File: src/rtl/debounce_pulse_pkg.sv
// Shared definitions for the input-conditioning blocks: debouncer state
// encodings and a small state-classification helper.
package debounce_pulse_pkg;

  // 2-bit state encodings, fixed so later conditioning blocks agree on them.
  typedef enum logic [1:0] {
    ST_IDLE_LO = 2'd0,
    ST_WAIT_HI = 2'd1,
    ST_IDLE_HI = 2'd2,
    ST_WAIT_LO = 2'd3
  } db_state_e;

  // True while a candidate transition is being qualified.
  function automatic logic is_wait(input db_state_e st);
    return (st == ST_WAIT_HI) || (st == ST_WAIT_LO);
  endfunction

endpackage

File: src/rtl/sync_2ff.sv
// Two-flop synchroniser for an asynchronous single-bit input.
// Both flops clear to 0 on the synchronous active-high clear.
module sync_2ff (
  input  logic clk,
  input  logic clear,
  input  logic d,
  output logic q
);

  logic s1_q, s1_d;
  logic s2_q, s2_d;

  // Next values simply shift the input down the chain.
  always_comb begin
    s1_d = d;
    s2_d = s1_q;
  end

  // Synchroniser flops; clear wins over the shift.
  always_ff @(posedge clk) begin
    if (clear) begin
      s1_q <= 1'b0;
      s2_q <= 1'b0;
    end else begin
      s1_q <= s1_d;
      s2_q <= s2_d;
    end
  end

  assign q = s2_q;

endmodule

File: src/rtl/debounce_pulse.sv
// Debouncer: synchronises a bouncing raw input, qualifies each candidate
// level change with a stability counter and emits a clean registered level
// plus single-cycle rise/fall pulses. All outputs come straight from flops.
module debounce_pulse
  import debounce_pulse_pkg::*;
#(
  parameter int STABLE_CYCLES = 1000,
  parameter int CNT_W         = 16
) (
  input  logic clk,
  input  logic clear,
  input  logic din,
  output logic level,
  output logic rise,
  output logic fall,
  output logic busy
);

  localparam logic [CNT_W-1:0] CNT_LAST = CNT_W'(STABLE_CYCLES - 1);
  localparam logic [CNT_W-1:0] CNT_ONE  = CNT_W'(1);

  logic s2;

  db_state_e        state_q, state_d;
  logic [CNT_W-1:0] cnt_q, cnt_d;
  logic             level_q, level_d;
  logic             rise_q, rise_d;
  logic             fall_q, fall_d;
  logic             busy_q, busy_d;

  sync_2ff u_sync (
    .clk   (clk),
    .clear (clear),
    .d     (din),
    .q     (s2)
  );

  // Next-state, counter and output computation; pulses default low.
  always_comb begin
    state_d = state_q;
    cnt_d   = cnt_q;
    level_d = level_q;
    rise_d  = 1'b0;
    fall_d  = 1'b0;
    case (state_q)
      ST_IDLE_LO: begin
        level_d = 1'b0;
        if (s2) begin
          state_d = ST_WAIT_HI;
          cnt_d   = CNT_ONE;
        end
      end
      ST_WAIT_HI: begin
        if (!s2) begin
          state_d = ST_IDLE_LO;
          cnt_d   = '0;
        end else if (cnt_q == CNT_LAST) begin
          state_d = ST_IDLE_HI;
          level_d = 1'b1;
          rise_d  = 1'b1;
          cnt_d   = '0;
        end else begin
          cnt_d = cnt_q + CNT_ONE;
        end
      end
      ST_IDLE_HI: begin
        level_d = 1'b1;
        if (!s2) begin
          state_d = ST_WAIT_LO;
          cnt_d   = CNT_ONE;
        end
      end
      ST_WAIT_LO: begin
        if (s2) begin
          state_d = ST_IDLE_HI;
          cnt_d   = '0;
        end else if (cnt_q == CNT_LAST) begin
          state_d = ST_IDLE_LO;
          level_d = 1'b0;
          fall_d  = 1'b1;
          cnt_d   = '0;
        end else begin
          cnt_d = cnt_q + CNT_ONE;
        end
      end
      default: begin
        state_d = ST_IDLE_LO;
        cnt_d   = '0;
        level_d = 1'b0;
      end
    endcase
    busy_d = is_wait(state_d);
  end

  // FSM, counter and registered outputs; clear discards any pending change.
  always_ff @(posedge clk) begin
    if (clear) begin
      state_q <= ST_IDLE_LO;
      cnt_q   <= '0;
      level_q <= 1'b0;
      rise_q  <= 1'b0;
      fall_q  <= 1'b0;
      busy_q  <= 1'b0;
    end else begin
      state_q <= state_d;
      cnt_q   <= cnt_d;
      level_q <= level_d;
      rise_q  <= rise_d;
      fall_q  <= fall_d;
      busy_q  <= busy_d;
    end
  end

  assign level = level_q;
  assign rise  = rise_q;
  assign fall  = fall_q;
  assign busy  = busy_q;

endmodule
File: config.mk
export PLATFORM = sky130hd
export DESIGN_NAME = debounce_pulse
export DESIGN_NICKNAME = d
export VERILOG_FILES = /design/src/rtl/debounce_pulse_pkg.sv /design/src/rtl/sync_2ff.sv /design/src/rtl/debounce_pulse.sv
export SDC_FILE = /design/constraint.sdc
export NUM_CORES = 1
export LEC_CHECK = 0
export ABC_AREA = 1
export CORE_MARGIN = 8
export CORE_UTILIZATION = 35
export CTS_CLUSTER_DIAMETER = 30
export DETAILED_ROUTE_END_ITERATION = 8
export DONT_BUFFER_PORTS = 1
export PLACE_DENSITY = 0.52
export SETUP_SLACK_MARGIN = 0.4
export SLEW_MARGIN = 20
export SYNTH_ARGS = -nofsm -noshare
export SYNTH_HDL_FRONTEND = slang
export SYNTH_HIERARCHICAL = 1
export SYNTH_SLANG_ARGS = --single-unit
File: constraint.sdc
create_clock -name clk -period 4.4 [get_ports clk]
set_input_delay 0.44 -clock clk [delete_from_list [all_inputs] [get_ports clk]]
set_output_delay 0.44 -clock clk [all_outputs]
set_load 0.05 [all_outputs]
# [Word level (Yosys, flattened, before mapping)]
# Index checks and enable logic that the tools add are counted.
[totals] wordCells=49 input_bits=3 reg_bits=24
[classes] n_reduce_logical=6 addsub=1 bitwise_logic=3 eq_ne=12 mux=19
[ops] cell="2-to-1 mux 16 bit" count=5
[ops] cell="case mux 16 bit (4 select lines)" count=1
[ops] cell="adder 16 x 1 -> 16 bit (second input constant)" count=1
[ops] cell="equality test 16 x 10 -> 1 bit (second input constant)" count=1
[ops] cell="2-to-1 mux 2 bit" count=6
[ops] cell="!= test 2 bit (second input constant)" count=4
[ops] cell="case mux 2 bit (4 select lines)" count=1
[ops] cell="equality test 2 bit (second input constant)" count=3
[ops] cell="OR reduction 3 bit" count=2
[ops] cell="2-to-1 mux 1 bit" count=5
[ops] cell="equality test 2 x 1 -> 1 bit (second input constant)" count=2
[ops] cell="!= test 2 x 1 -> 1 bit (second input constant)" count=2
[ops] cell="case mux 1 bit (4 select lines)" count=1
[ops] cell="AND reduction 4 bit" count=1
[ops] cell="NOT 1 bit" count=3
[ops] cell="zero test 2 bit" count=1
[ops] cell="AND reduction 2 bit" count=1
[ops] cell="logical OR 1 bit" count=1

# [Depth between registers and ports, before layout]
# Gate-level depths: netlist of the first run.
[depth] ltp_word=6 ltp_mapped=12 ltp_nobuf=12

# [Hierarchy]
# The synthesis of the first run kept the hierarchy.
[modules_own_cells] module="debounce_pulse" cells_each=168 area_each_um2=1257.5 n_inst=1
[modules_own_cells] module="sync_2ff" cells_each=6 area_each_um2=55.1 n_inst=1

# [Worst setup path after synthesis of the first run]
# No wires, ideal clock.
[synth_timing] path_type="flip-flop to flip-flop" from="register, netlist name busy" to="register cnt_q[9]" n_path_buf=0 path_stages_with_launch=10 setup_time_ps=117 required_time_ps=4283 arrival_time_ps=1812 setup_slack_ps=2471 cell_sequence="dfxtp_1 -> inv_1 -> ha_1 -> nand2_2 -> o21ai_4 -> inv_4 -> nand3_4 -> nor2_2 -> nand2_1 -> nor3b_2"
[synth_lines] item="end signal: assignment" line_no="debounce_pulse.sv:106" source="cnt_q <= cnt_d;"
[synth_lines] item="end: declaration" line_no="debounce_pulse.sv:25" source="logic [CNT_W-1:0] cnt_q, cnt_d;"

==> flow_summary.json, run 1 <==
{
  "yosys_warnings": 6,
  "drc_errors": 0,
  "drive_gt1_share_pct": 14.77,
  "synthCells": 174,
  "cts-buffers-inserted": 3,
  "port_buffers": 0,
  "synth-seq-cells": 23,
  "slew_headroom_pct": 54.73,
  "totalPowerFinal_mw": 0.4062,
  "slowest_stage": "dfxtp_1",
  "slew_violations": 0,
  "reg2reg_depth": 10,
  "worstReg2RegStart": "busy",
  "fin_crit_sh_pct": 48.75,
  "cp_max_fo": 8,
  "timing.fmax_mhz": 466.2,
  "reg2reg_slack_ns": 2.26,
  "end_kind": "register",
  "holdPathEnd": "state_q[1]",
  "outcome": "finished, final reports clean",
  "clk_pin_slew_ns": 0.08,
  "p_leak_nw": 0.5872,
  "grt_pass1_vias": 911,
  "power_frac_comb_pct": 11.3,
  "rows": 22,
  "multi_input_area_um2": 721.9,
  "htreeDepth": 1,
  "syn-cell-area_mm2": 0.001313,
  "ant_nets": 0,
  "synth_xor_area_share_pct": 3.337,
  "layout_min_cycle_time_ns": 2.145,
  "die-area_mm2": 0.005965,
  "fin_tns_setup_ns": 0,
  "cts_max_path_buffers": 2,
  "initial_core_util_pct": 36.12,
  "place_hpwl_um": 1797,
  "power.density_mw_per_mm2": 291.2,
  "rsz0062_at_grt": "false",
  "grtUsageTotal_pct": 8.054,
  "yosys.area_share.simple_pct": 37.18,
  "place_area_mm2": 0.001350,
  "post_synth.cell_area_avg_um2": 7.543,
  "synthAdderAreaFrac_pct": 5.720,
  "gp_congestion": 0.8682,
  "p_int_mw": 0.2940,
  "tightest_slew_ns": 0.6782,
  "insertion_delay_ns": 0.26,
  "wire_per_inst_um": 10.33,
  "use_met3_pct": 2.331,
  "ys_types": 30,
  "timing.hold.ws_ns": 0.2324,
  "ff_latch_area_um2": 460.4,
  "die-width_um": 77.24,
  "swShare_pct": 27.63,
  "drt_first_pass_iters": 4,
  "grt_remaining_overflow": 0,
  "synthesis.nets": 183,
  "setup-violations-final": 0,
  "root_buffer": "clkbuf_8",
  "cts_sinks": 23,
  "io_pins": 7,
  "arrival_ns": 2.31,
  "n_fill_cell": 398,
  "antenna_found_initial": 0,
  "fp.dieH_um": 77.24,
  "clock_skew_ns": 0.001668,
  "holdPathStages": 1,
  "hold_path_startpoint": "clear",
  "vias_per_cell": 4.451,
  "worstHoldPathType": "primary input to register",
  "vias": 997,
  "clock_power_share_pct": 31.9,
  "critPathKind": "register to register",
  "place_inst": 220,
  "cts_hold_repair.buffers": 0,
  "cts_tree": "yes",
  "crit_required_ns": 4.57,
  "post_cts_buffers": 0,
  "hold_viol": 0,
  "slowest_delay_ns": 0.76,
  "diodes": 0,
  "cts-resized-gates": 0,
  "fin_area_mm2": 0.001395,
  "stdcell_count": 224,
  "drt_iter0_drc": 33,
  "grt_pass1_wl_um": 4057,
  "synth_compound_area_share_pct": 8.770,
  "critPathLaunchType": "register",
  "crit_chain": "inv_1 -> ha_1 -> nand2_2 -> o21ai_4 -> inv_4 -> nand3_4 -> nor2_2 -> nand3_1 -> nand3_1 -> inv_1",
  "core_area_mm2": 0.003633,
  "seqPwrFrac_pct": 56.8,
  "synth_top_family_by_area": "simple AND/OR/NAND/NOR gates",
  "synthMuxAreaShare_pct": 0,
  "grtUsageMet1_pct": 10.83,
  "irDropWorstVdd_mv": 0.1492,
  "postRouteWirelength_um": 2313,
  "yosysSeqAreaShare_pct": 35.08,
  "grt_start_max_net_pins": 14,
  "nNetsFinal": 186,
  "power.net_switching_mw": 0.1122,
  "max_cap_violations": 0,
  "grt_use_met2_pct": 11.79,
  "r2r-end": "cnt_q[13]",
  "area_delta_synth_final_pct": 6.292,
  "top_usage_layer": "met2"
}
==> per-layer routing <==
| metal | part of all wire (%) | wire (µm) |
|---|---|---|
| met2 | 42 | 963 |
| met5 | 0 | 0 |
| met3 | 2.9 | 66 |
| met1 | 54 | 1259 |
| met4 | 0.99 | 23 |
==> sequential cells by signal, indices dropped and copies added, names as in the netlist <==
signal       cells
busy             1
cnt_q           16
fall             1
level            1
rise             1
state_q          1
u_sync/q         1
u_sync/s1_q      1
==> power groups by stage <==
stage               clock, mW  combinational, mW  sequential [mW]
floorplan                   0             0.0425            0.233
CTS                     0.137             0.0467            0.231
detailed placement          0             0.0466            0.236
finish                  0.130             0.0460            0.231
global route            0.147             0.0521            0.232
global placement            0             0.0462            0.235
==> logic make-up after synthesis <==
family | after synthesis
compound gates | 17
simple gates | 93
fa+ha+maj | 6
buf+inv | 30
flops | 23
xor+xnor | 5
==> area by class of cell <==
type                            count  share of cell area, %
Inverter                           28                  7.713
Clock buffer                        4                  3.229
Multi-Input combinational cell    121                  51.75
Sequential cell                    23                  33.00
Tap cell                           48                  4.305
==> cell usage after synthesis <==
master	count	area [µm²]
nor2_2	4	25.02
nand2_4	4	45.04
nor3_1	5	25.02
buf_6	2	22.52
xor2_1	3	26.28
o21ai_1	1	5.000
or2_2	1	6.260
a21oi_2	1	8.760
xnor2_1	2	17.52
inv_1	27	101.4
a21o_1	1	7.510
nor2_1	27	101.4
a31oi_1	1	6.260
nand2_1	28	105.1
or2_1	1	6.260
nand3_1	12	60.06
nand2_2	2	12.51
o21bai_2	1	11.26
o21bai_1	1	7.510
ha_1	6	75.07
o31ai_1	1	7.510
nor3b_2	3	37.54
a21oi_1	5	25.02
o21ai_4	1	16.27
nor3_2	4	40.04
o21ai_0	4	20.02
nand3_4	1	17.52
inv_4	1	6.260
dfxtp_1	23	460.4
nor4_1	1	6.260
==> metrics by stage <==
stage                     setup slack, ns  util [%]
after floorplan                     2.471         -
after global placement              2.328     37.16
after detailed placement            2.257     37.16
after CTS                           2.242     38.40
after global routing                2.110     38.40
final                               2.255     38.40
==> critical path: cells and delay by family (launching register included) <==
family	cells	cell delay, ns
fa+ha+maj	1	0.28
flops	1	0.76
simple gates	5	0.55
buf+inv	3	0.35
compound gates	1	0.10
==> cell usage in the layout, fill, tap and decap left out, types with 2 or more instances in the layout <==
cell	instances
nor3b_2	3
nand3_1	12
nand2_2	2
clkbuf_8	3
nor3_1	5
a21oi_1	5
dfxtp_1	23
xor2_1	3
ha_1	6
nor3_2	4
nand2_4	4
nor2_1	27
nand2_1	28
xnor2_1	2
nor2_2	4
o21ai_0	4
inv_1	27
==> how the worst max path moves through the flow <==
stage | from | end | cells past startpoint
6_report | busy | cnt_q[13] | 10
5_1_grt | busy | cnt_q[15] | 10
4_1_cts | busy | cnt_q[9] | 9
3_5_place_dp | busy | cnt_q[9] | 9
3_3_place_gp | busy | cnt_q[15] | 10
2_1_floorplan | busy | cnt_q[9] | 9
No activity file was read; power rests on OpenSTA's default activity.
==> run 2: changes to the inputs <==
- clock period: 4.4 -> 2.03 ns (I/O delays scaled with it)
==> run 2 against run 1 <==
Against the previous run: final cell count increased by 4.0%; flip-flop and latch count unchanged; setup slack worse by 1.8 ns; final area is 13% higher; critical path depth shrank 1; first-iteration DRC count up 3.0%; via count grew 7.4%; count of clock-buffer cells in the layout unchanged; combinational power rose to 3.2 times the previous value; fmax is 32% higher; utilization grew 5.0 points; non-clock buffer count up 9.
==> flow_summary.json, run 2 (synthesis results as in run 1) <==
{
  "mostFrequentLayoutCells": "nand2_1, inv_1, nor2_1",
  "tightest_slew_ns": 0.5103,
  "core_area_mm2": 0.003633,
  "hold_viol": 0,
  "insertion_delay_ns": 0.26,
  "arrival_ns": 1.78,
  "cts_max_path_buffers": 2,
  "area_delta_synth_final_pct": 20.02,
  "worstHoldPathType": "primary input to register",
  "place_hpwl_um": 1860,
  "clock_power_share_pct": 30.5,
  "drc_errors": 0,
  "timing.fmax_mhz": 617.2,
  "fin_crit_sh_pct": 79.81,
  "largest_reg_flops": 16,
  "drive_gt1_share_pct": 28.11,
  "grt_start_max_net_pins": 14,
  "grt_pass1_wl_um": 4602,
  "outcome": "finished, final reports clean",
  "setup-violations-final": 0,
  "diodes": 0,
  "drt_first_pass_iters": 4,
  "slew_violations": 0,
  "nNetsFinal": 195,
  "critPathKind": "register to register",
  "port_buffers": 0,
  "max_cap_violations": 0,
  "die-width_um": 77.24,
  "cts_sinks": 23,
  "grtUsageTotal_pct": 8.971,
  "totalPowerFinal_mw": 0.9309,
  "seqPwrFrac_pct": 53.9,
  "postRouteWirelength_um": 2558,
  "slew_headroom_pct": 65.94,
  "die-area_mm2": 0.005965,
  "power.density_mw_per_mm2": 591.0,
  "clock_skew_ns": 0.007427,
  "io_pins": 7,
  "p_leak_nw": 0.6627,
  "crit_required_ns": 2.19,
  "irDropWorstVdd_mv": 0.2959,
  "final_common_cell": "nand2_1",
  "fin_tns_setup_ns": 0,
  "critPathLaunchType": "register",
  "fp.dieH_um": 77.24,
  "initial_core_util_pct": 36.12,
  "clk_pin_slew_ns": 0.08,
  "vias": 1071,
  "timing.hold.ws_ns": 0.04358,
  "rows": 22,
  "antenna_found_initial": 0,
  "power_frac_comb_pct": 15.6,
  "cp_max_fo": 7,
  "grt_remaining_overflow": 0,
  "power.net_switching_mw": 0.2670,
  "gp_congestion": 0.8839,
  "htreeDepth": 1,
  "cts_tree": "yes",
  "vias_per_cell": 4.597,
  "post-route-util_pct": 43.35,
  "drt_iter0_drc": 34,
  "end_kind": "register",
  "largest-register": "cnt_q",
  "layout_min_cycle_time_ns": 1.620,
  "ant_nets": 0,
  "p_int_mw": 0.6639,
  "cts-buffers-inserted": 3,
  "wire_per_inst_um": 10.98,
  "root_buffer": "clkbuf_8",
  "swShare_pct": 28.69,
  "grt_pass1_vias": 1080,
  "rsz0062_at_grt": "true"
}
## run 2: worst paths after layout
check / start / endpoint / slack (ns) / cells after the start
max: busy / cnt_q[5] / 0.41 / 9
min: din / u_sync/s1_q / 0.04 / 2
max reg2reg: busy / cnt_q[5] / 0.41 / 9
min reg2reg: u_sync/s1_q / u_sync/q / 0.40 / 2
## run 2: power by group through the flow
stage          logic (mW)  registers [mW]  clock network, mW
2_1_floorplan      0.0920           0.506                  0
3_3_place_gp       0.0998           0.511                  0
3_5_place_dp        0.102           0.512                  0
4_1_cts             0.136           0.503              0.301
5_1_grt             0.161           0.505              0.312
6_report            0.145           0.502              0.284
## run 2: critical path, stage by stage, from the launching register on
cell and delay (ns):
dfxtp_4 0.43, inv_4 0.11, ha_4 0.13, inv_2 0.04
o21ai_4 0.28, inv_4 0.10, nand3_4 0.13, buf_4 0.14
nand2_1 0.04, nor3b_2 0.14
## run 2: final cells by class
cell class | instances | area (µm²)
multi-input cells | 121 | 820.8
inverters | 28 | 110.1
clock buffers | 4 | 45.04
flip-flops and latches | 23 | 469.2
fillers | 376 | 2058
well taps | 48 | 60.06
repair buffers | 9 | 70.07
## run 2: timing repair
| item | 4_1_cts | 5_1_grt |
|---|---|---|
| hold buffers | 1 | 0 |
| endpoints found under the setup margin | 9 | 12 |
| pin swaps | 2 | 8 |
| endpoints found under the hold margin | 3 | 0 |
| buffers inserted | 5 | 3 |
| gates resized for setup | 11 | 16 |
## run 2: per-stage QoR
stage | setup WS, ns | area (µm²) | instances
detailed placement | 0.2797 | 1354 | 220
global route | 0.2975 | 1575 | 233
global placement | 0.3312 | 1354 | 220
CTS | 0.3814 | 1488 | 230
finish | 0.4099 | 1575 | 233
floorplan | 0.4446 | 1316 | 174
## run 2: metal layers
layer | global-route usage, % | vias to the layer above | routed length (µm)
met5 | 0 | - | 0
met4 | 3.208 | 0 | 26
met3 | 2.331 | 4 | 86
met2 | 13.98 | 9 | 1147
met1 | 11.52 | 489 | 1299
li1 | - | 569 | -
==> run 3: changes to the inputs <==
- clock period: 2.03 -> 1.5 ns (I/O delays scaled with it)
==> run 3 against run 2 <==
Against the previous run: the flow now finishes with violations (negative setup slack); global-route usage is 1.9 points higher; first-iteration DRC count grew 91%; final cell count grew 13%; via count rose by 14%; sequential power up 30%; combinational power increased to 2.5 times the previous value; fmax is 6.9% higher; largest power group unchanged.
==> flow_summary.json, run 3 (synthesis results as in run 1) <==
{
  "p_leak_nw": 0.8724,
  "mostFrequentLayoutCells": "buf_4, nand2_1, inv_1",
  "ant_nets": 0,
  "nNetsFinal": 226,
  "p_int_mw": 0.9977,
  "clock_skew_ns": 0.003080,
  "arrival_ns": 1.68,
  "timing.fmax_mhz": 659.7,
  "worstHoldPathType": "primary input to register",
  "largest_reg_flops": 16,
  "setup-violations-final": 3,
  "die-area_mm2": 0.005965,
  "drc_errors": 0,
  "grt_start_max_net_pins": 13,
  "diodes": 0,
  "htreeDepth": 1,
  "max_cap_violations": 0,
  "fin_crit_sh_pct": 101.1,
  "postRouteWirelength_um": 3217,
  "cp_max_fo": 4,
  "power.density_mw_per_mm2": 700.9,
  "grtUsageTotal_pct": 10.87,
  "vias_per_cell": 4.617,
  "place_hpwl_um": 2120,
  "clk_pin_slew_ns": 0.08,
  "hold_viol": 0,
  "die-width_um": 77.24,
  "area_delta_synth_final_pct": 52.72,
  "swShare_pct": 28.98,
  "io_pins": 7,
  "drive_gt1_share_pct": 51.39,
  "final_common_cell": "buf_4",
  "fin_area_mm2": 0.002004,
  "worstReg2RegStart": "state_q[1]",
  "violations": "negative setup slack",
  "reg2reg_slack_ns": -0.02,
  "place_area_mm2": 0.001573,
  "insertion_delay_ns": 0.26,
  "grt_pass1_wl_um": 5409,
  "grt_remaining_overflow": 0,
  "worst_slack_ns": -0.01590,
  "vias": 1219,
  "crit_required_ns": 1.66,
  "r2r-end": "cnt_q[3]",
  "cts-buffers-inserted": 3,
  "power.net_switching_mw": 0.4072,
  "slew_headroom_pct": 67.55,
  "clock_power_share_pct": 27.4,
  "cts_sinks": 23,
  "port_buffers": 0,
  "largest-register": "cnt_q",
  "root_buffer": "clkbuf_8",
  "power_frac_comb_pct": 26.1,
  "tightest_slew_ns": 0.4860,
  "irDropWorstVdd_mv": 0.3519,
  "fp.dieH_um": 77.24,
  "drt_iter0_drc": 65,
  "post-route-util_pct": 55.17,
  "holdPathStages": 3,
  "fin_tns_setup_ns": -0.02229,
  "initial_core_util_pct": 36.12,
  "reg2reg_depth": 9,
  "layout_min_cycle_time_ns": 1.516,
  "drt_first_pass_iters": 4,
  "end_kind": "register",
  "antenna_found_initial": 0,
  "cts_tree": "yes",
  "cts_max_path_buffers": 2,
  "seqPwrFrac_pct": 46.6,
  "rsz0062_at_grt": "true",
  "gp_congestion": 0.8057,
  "critPathKind": "register to register",
  "slew_violations": 0,
  "critPathLaunchType": "register",
  "holdPathEnd": "cnt_q[0]",
  "outcome": "complete, but fails checks",
  "hold_path_startpoint": "clear",
  "wire_per_inst_um": 12.19,
  "rows": 22,
  "core_area_mm2": 0.003633,
  "grt_pass1_vias": 1176
}
run 3: changes by cell type in the layout (fill, tap and decap cells not counted), sizes merged:
cell         before  now
buf               8   38
dlygate4sd3       1    2
run 3: area by class of cell:
cell class	count	area, µm²
clock buffers	4	45.04
flip-flops and latches	23	473.0
fillers	338	1629
repair buffers	40	364.1
well taps	48	60.06
inverters	28	120.1
multi-input cells	121	942.2
run 3: layer usage:
| layer | vias up | wire (µm) | track usage, % | share of wire (%) |
|---|---|---|---|---|
| li1 | 628 | - | - | - |
| met1 | 562 | 1514 | 13.96 | 47 |
| met2 | 20 | 1557 | 18.11 | 48 |
| met3 | 9 | 74 | 1.865 | 2.3 |
| met4 | 0 | 71 | 2.830 | 2.2 |
| met5 | - | 0 | 0 | 0 |
run 3: power groups by stage:
stage	logic (mW)	registers [mW]	clock network, mW
final	0.366	0.654	0.385
after CTS	0.329	0.654	0.399
after detailed placement	0.243	0.666	0
after global placement	0.237	0.665	0
after floorplan	0.135	0.689	0
after global routing	0.394	0.657	0.430
run 3: through the flow:
stage          std cells  hold WS, ns  setup WS [ns]  power [mW]
2_1_floorplan        174       0.2117       -0.02847      0.8238
3_3_place_gp         243       0.2129       -0.06858      0.9024
3_5_place_dp         243       0.2143        -0.1258      0.9097
4_1_cts              257       0.2015       -0.02401       1.382
5_1_grt              264       0.2189       -0.09560       1.480
6_report             264       0.2042       -0.01590       1.405
run 3: worst max path at each step:
stage | startpoint | to | slack, ns | cells after the start
2_1_floorplan | busy | cnt_q[15] | -0.03 | 10
3_3_place_gp | state_q[1] | cnt_q[14] | -0.07 | 11
3_5_place_dp | state_q[1] | cnt_q[9] | -0.13 | 9
4_1_cts | state_q[1] | cnt_q[9] | -0.02 | 9
5_1_grt | state_q[1] | cnt_q[15] | -0.1 | 10
6_report | state_q[1] | cnt_q[3] | -0.02 | 9
run 3: critical path, stage by stage, from the launching register on:
cell	delay, ns
dfxtp_4	0.38
buf_12	0.13
ha_4	0.15
nand2_4	0.05
o21ai_4	0.07
buf_4	0.15
buf_6	0.11
nor2_2	0.13
xor2_2	0.20
nor2_4	0.04
run 3: what timing repair did:
| item | in CTS | in global routing |
|---|---|---|
| pin swaps | 14 | 6 |
| gates cloned | 0 | 0 |
| endpoints found under the hold margin | 3 | 0 |
| hold buffers | 2 | 0 |
| resized for setup | 46 | 19 |
| endpoints found under the setup margin | 21 | 22 |
| setup buffers | 8 | 7 |
